<file path="src/rtl/ddr_arbiter.sv">
// ddr_arbiter: shares one DDR3 burst interface between the loader (port 0) and
// the video path (port 1). A grant is held for one complete read or write burst.
// Optional feature macro DDR_ARBITER_RR_EN: round-robin tie-break using a `last`
// register. Without it, port 1 has fixed priority on ties.
module ddr_arbiter #(
    parameter int unsigned ADDR_WIDTH  = 32,
    parameter int unsigned DATA_WIDTH  = 64,
    parameter int unsigned BURST_WIDTH = 8
) (
    input  logic                    clock,
    input  logic                    reset,

    input  logic                    in0_rd,
    input  logic                    in0_wr,
    input  logic [ADDR_WIDTH-1:0]   in0_addr,
    input  logic [BURST_WIDTH-1:0]  in0_burst_length,
    input  logic [DATA_WIDTH-1:0]   in0_din,
    input  logic [DATA_WIDTH/8-1:0] in0_mask,
    output logic                    in0_wait_req,
    output logic                    in0_valid,
    output logic [DATA_WIDTH-1:0]   in0_dout,

    input  logic                    in1_rd,
    input  logic                    in1_wr,
    input  logic [ADDR_WIDTH-1:0]   in1_addr,
    input  logic [BURST_WIDTH-1:0]  in1_burst_length,
    input  logic [DATA_WIDTH-1:0]   in1_din,
    input  logic [DATA_WIDTH/8-1:0] in1_mask,
    output logic                    in1_wait_req,
    output logic                    in1_valid,
    output logic [DATA_WIDTH-1:0]   in1_dout,

    output logic                    ddr_rd,
    output logic                    ddr_wr,
    output logic [ADDR_WIDTH-1:0]   ddr_addr,
    output logic [BURST_WIDTH-1:0]  ddr_burst_length,
    output logic [DATA_WIDTH-1:0]   ddr_din,
    output logic [DATA_WIDTH/8-1:0] ddr_mask,
    input  logic                    ddr_wait_req,
    input  logic                    ddr_valid,
    input  logic [DATA_WIDTH-1:0]   ddr_dout
);

    typedef enum logic [1:0] {
        IDLE      = 2'd0,
        READ_CMD  = 2'd1,
        READ_DATA = 2'd2,
        WRITE     = 2'd3
    } state_t;

    state_t                 state_q, state_d;
    logic                   grant_q, grant_d;
    logic [BURST_WIDTH-1:0] count_q, count_d;
    logic [BURST_WIDTH-1:0] len_q, len_d;
    logic [BURST_WIDTH-1:0] len_last;

    logic                   req0, req1;
    logic                   win;
    logic                   win_rd;
    logic [BURST_WIDTH-1:0] win_len;
    logic                   sel_rd, sel_wr;
    logic                   gnt_wait, gnt_valid;
    logic                   is_last_beat;

    assign req0 = in0_rd | in0_wr;
    assign req1 = in1_rd | in1_wr;

`ifdef DDR_ARBITER_RR_EN
    logic last_q, last_d;

    // Round-robin: on a tie the port that was not served last wins
    assign win = (req0 & req1) ? ~last_q : req1;
`else
    // Fixed priority: video (port 1) wins ties
    assign win = req1;
`endif

    assign win_rd  = win ? in1_rd : in0_rd;
    assign win_len = win ? in1_burst_length : in0_burst_length;

    // Granted-port command/data mux toward the DDR interface
    assign sel_rd           = grant_q ? in1_rd : in0_rd;
    assign sel_wr           = grant_q ? in1_wr : in0_wr;
    assign ddr_addr         = grant_q ? in1_addr : in0_addr;
    assign ddr_burst_length = grant_q ? in1_burst_length : in0_burst_length;
    assign ddr_din          = grant_q ? in1_din : in0_din;
    assign ddr_mask         = grant_q ? in1_mask : in0_mask;
    assign ddr_rd           = (state_q == READ_CMD) & sel_rd;
    assign ddr_wr           = (state_q == WRITE) & sel_wr;

    // Read data goes to both ports; only the granted one sees valid
    assign in0_dout = ddr_dout;
    assign in1_dout = ddr_dout;

    assign len_last     = len_q - BURST_WIDTH'(1);
    assign is_last_beat = (count_q == len_last);

    // Stall/valid steering: only the granted port in a command phase sees DDR backpressure
    always_comb begin
        gnt_wait  = 1'b1;
        gnt_valid = 1'b0;
        if ((state_q == READ_CMD) || (state_q == WRITE)) begin
            gnt_wait = ddr_wait_req;
        end
        if (state_q == READ_DATA) begin
            gnt_valid = ddr_valid;
        end
        in0_wait_req = grant_q ? 1'b1 : gnt_wait;
        in1_wait_req = grant_q ? gnt_wait : 1'b1;
        in0_valid    = grant_q ? 1'b0 : gnt_valid;
        in1_valid    = grant_q ? gnt_valid : 1'b0;
    end

    // Next-state: arbitrate in IDLE, then track beats until the burst completes
    always_comb begin
        state_d = state_q;
        grant_d = grant_q;
        count_d = count_q;
        len_d   = len_q;
`ifdef DDR_ARBITER_RR_EN
        last_d  = last_q;
`endif
        case (state_q)
            IDLE: begin
                if (req0 | req1) begin
                    grant_d = win;
                    len_d   = (win_len == '0) ? BURST_WIDTH'(1) : win_len;
                    count_d = '0;
                    state_d = win_rd ? READ_CMD : WRITE;
`ifdef DDR_ARBITER_RR_EN
                    last_d  = win;
`endif
                end
            end
            READ_CMD: begin
                if (ddr_rd & ~ddr_wait_req) begin
                    state_d = READ_DATA;
                end
            end
            READ_DATA: begin
                if (ddr_valid) begin
                    count_d = count_q + BURST_WIDTH'(1);
                    if (is_last_beat) begin
                        state_d = IDLE;
                    end
                end
            end
            WRITE: begin
                if (ddr_wr & ~ddr_wait_req) begin
                    count_d = count_q + BURST_WIDTH'(1);
                    if (is_last_beat) begin
                        state_d = IDLE;
                    end
                end
            end
            default: state_d = IDLE;
        endcase
    end

    // State and burst bookkeeping registers
    always_ff @(posedge clock or posedge reset) begin
        if (reset) begin
            state_q <= IDLE;
            grant_q <= 1'b0;
            count_q <= '0;
            len_q   <= BURST_WIDTH'(1);
`ifdef DDR_ARBITER_RR_EN
            last_q  <= 1'b0;
`endif
        end else begin
            state_q <= state_d;
            grant_q <= grant_d;
            count_q <= count_d;
            len_q   <= len_d;
`ifdef DDR_ARBITER_RR_EN
            last_q  <= last_d;
`endif
        end
    end

endmodule

</file>
<file path="config.mk">
export PLATFORM = sky130hd
export DESIGN_NAME = ddr_arbiter
export DESIGN_NICKNAME = d
export VERILOG_FILES = /design/src/rtl/ddr_arbiter.sv
export SDC_FILE = /design/constraint.sdc
export NUM_CORES = 1
export LEC_CHECK = 0
export CAP_MARGIN = 30
export CELL_PAD_IN_SITES_DETAIL_PLACEMENT = 1
export CELL_PAD_IN_SITES_GLOBAL_PLACEMENT = 1
export CORE_AREA = 4 4 211 213
export CTS_BUF_LIST = sky130_fd_sc_hd__clkbuf_8
export DETAILED_ROUTE_END_ITERATION = 6
export DIE_AREA = 0 0 215 217
export MAX_ROUTING_LAYER = met4
export PLACE_DENSITY_LB_ADDON = 0.1
export SETUP_SLACK_MARGIN = 0.15
export SLEW_MARGIN = 25
export SYNTH_ARGS = -nofsm -noshare
export SYNTH_HDL_FRONTEND = slang
export SYNTH_SLANG_ARGS = --single-unit
</file>
<file path="constraint.sdc">
create_clock -name clock -period 2.2 [get_ports clock]
set_clock_uncertainty 0.1 [all_clocks]
set_input_delay 0.66 -clock clock [delete_from_list [all_inputs] [get_ports clock]]
set_output_delay 0.66 -clock clock [all_outputs]
set_load 0.02 [all_outputs]
</file>
==> flow_metrics.tcl <==
set metrics [dict create \
    cp-end-kind "output pin" \
    synth-edff-count 0 \
    drt-initial-drc-count 82 \
    post_drt_wl_per_cell_microns 21.9 \
    dieArea_sq_um 46700 \
    ys_ff_latch 19 \
    num_rows 76 \
    ys_warn_count 0 \
    crit_arrival_ns 1.69 \
    grt_pass1_vias 4773 \
    utilization_pct 19.5 \
    cts_num_sinks 19 \
    synth.top_cells.by_area "mux2_2, buf_4, dfrtp_1" \
    synthArstFlopShare_pct 100 \
    path_class "flop to output pin" \
    ys_seq_area_share_pct 13.2 \
    tns_ns -23.25 \
    yosysMostFrequentCell "buf_4" \
    timing.rr.start "grant_q" \
    setup_slack_ns -0.253 \
    ios 542 \
    hold_viol 0 \
    antenna_left 0 \
    period_share_pct 111 \
    crit_family "buffers and inverters" \
    initial_core_util_pct 8.48 \
    cts_tree "yes" \
    synth.distinct_cells 39 \
    r2r_slack_ns -0.15 \
    dp_hpwl_microns 23100 \
    viasPerCell 3.28 \
    clock_path_buffers 2 \
    worstMarginPinSlew_ns 0.568 \
    critPathSlowestCell "dfrtp_4" \
    rsz0062_at_grt "yes" \
    final_nets 993 \
    drt_wl_total_microns 27200 \
    ff2ff_path_depth 8 \
    numCtsBuffers 3 \
    die_w_microns 215 \
    grt_max_degree 24 \
    syn_inst 409 \
    relSlewSlack_pct 62.1 \
    outcome "finished, violations left" \
    max_freq_mhz 408 \
    path_clk_slew_ns 0.08 \
    synth_top_cell_area_share_pct 35.2 \
    ys.flop_type "dfrtp_1" \
    synth_fp_nets 707 \
    multi_input_area_sq_um 2380 \
    hp-class "flop to flop" \
    final.min_clock_period_ns 2.45 \
    setup_viol 125 \
    cts-htree-levels 1 \
    peakVddDrop_uv 445 \
    overflow 0 \
    cp.required_ns 1.44 \
    min_delay_worst_endpoint "len_q[7]" \
    syn_avg_cell_area_sq_um 8.85 \
    hold_buffers 0 \
    antenna_found_initial 3 \
    leakage_nw 3.32 \
    crit_buf_inv 4 \
    coreArea_sq_um 42700 \
    clkLatencyLatePin_ns 0.26 \
    synth_common_cells "buf_4, mux2_2, nand2_1" \
    worst_setup_path_start_kind "flop" \
    violations "setup timing" \
    die_h_microns 217 \
    startpoint "grant_q" \
    num_vias 4077 \
    drive_above_1_share_pct 50.4 \
    crit_path_max_fanout 7 \
    max_cap_viol_count 0 \
    drc_errors 0 \
    worstPathCellList "buf_12, buf_12, clkbuf_16, mux2_2, buf_6" \
    yosysTopAreaCell "mux2_2" \
    cpMostUsedCell "buf_12" \
    worstHoldStart "len_q[7]" \
    synth_area_sq_um 3620 \
    fillers 4838 \
    root_buffer "clkbuf_8" \
    area_delta_synth_final_pct 130 \
    dp_slack_ns -0.610 \
    hold_path_depth 2 \
    powerDensity_nw_per_um2 1040 \
    r2r-end "count_q[7]" \
    max_stage_delay_ns 0.53 \
    grt_usage_pct 11.0 \
    drv_slew 0 \
    routabilityCongestion 0.851 \
    seq_area_sq_um 480 \
    first_pass_iters 4 \
    grt_pass1_wl_microns 36200 \
    io_buffers 349 \
]
==> area by class of cell <==
type / instances / area share, %
well taps: 546 / 8.22
flip-flops and latches: 19 / 5.78
inverters: 9 / 0.406
repair buffers: 429 / 56.4
clock inverters: 1 / 0.0602
multi-input cells: 233 / 28.6
diodes: 3 / 0.0903
clock buffers: 3 / 0.497
==> metrics by stage <==
| stage | power (mW) | cells | hold WS, ns | instance area [sq um] |
|---|---|---|---|---|
| final | 8.68 | 1243 | 0.412 | 8310 |
| after global routing | 9.20 | 1243 | 0.461 | 8310 |
| after CTS | 8.24 | 1233 | 0.425 | 7920 |
| after detailed placement | 6.38 | 1200 | 0.405 | 7170 |
| after global placement | 6.35 | 1200 | 0.411 | 7170 |
| after floorplan | 3.94 | 409 | 0.370 | 3650 |
==> tightest hold or removal path, cell delays in order (launching register included) <==
cell	delay, ns
dfrtp_1	0.37
nand2_1	0.05
o21ai_0	0.06
==> layout by cell type, fill, tap and decap left out, types with 5 or more instances in the layout <==
cell             instances
buf_16                  11
dlygate4sd2_1            9
mux2_4                  13
mux2_2                 100
xnor2_1                  8
nand2b_1                 5
nand2_1                 18
o21ai_0                  6
inv_1                    9
buf_4                   49
dfrtp_1                 17
mux2i_1                 13
buf_6                  121
buf_12                  13
clkdlybuf4s50_1        221
a21oi_1                  6
==> kinds of logic after synthesis <==
logic type | synth area share [%]
fa+ha+maj | 0.691
buf+inv | 29.8
simple gates | 9.13
mux | 39.0
compound gates | 6.05
xor+xnor | 2.18
flops | 13.2
==> flip-flops by register name (all words and copies together), names as in the netlist <==
signal,flops
count_q,8
len_q,8
grant_q,1
state_q,2
==> routing by layer <==
layer  global-route usage (%)  wire length, microns  vias to the layer above  share of wire, %
met4                     2.30                   537                        0               2.0
met2                     20.2                 14400                      262                53
met1                     10.7                  9310                     1900                34
met3                     4.98                  2930                       39                11
met5                        -                     0                        -                 0
li1                         -                     -                     1876                 -
==> power breakdown <==
| part | total, mW | switching [mW] | leakage, nW | internal [mW] |
|---|---|---|---|---|
| Combinational | 7.71 | 3.35 | 3.07 | 4.37 |
| Clock | 0.265 | 0.139 | 0.0255 | 0.126 |
| Sequential | 0.704 | 0.199 | 0.232 | 0.505 |
| Total | 8.68 | 3.69 | 3.32 | 5.00 |
==> worst max path at each step <==
stage	depth (start not counted)	slack, ns	end
after CTS	5	-0.28	ddr_din[24]
after floorplan	3	0.13	ddr_addr[10]
after global placement	3	-0.61	ddr_addr[25]
after detailed placement	3	-0.61	ddr_addr[25]
final	5	-0.25	ddr_addr[23]
after global routing	5	-0.30	ddr_addr[23]
==> timing repair <==
action,4_1_cts,5_1_grt
pin swaps,12,5
setup buffers,21,4
gates cloned,8,3
gates resized for setup,676,82
endpoints found under the setup margin,136,133
(Power assumes the default switching activity.)
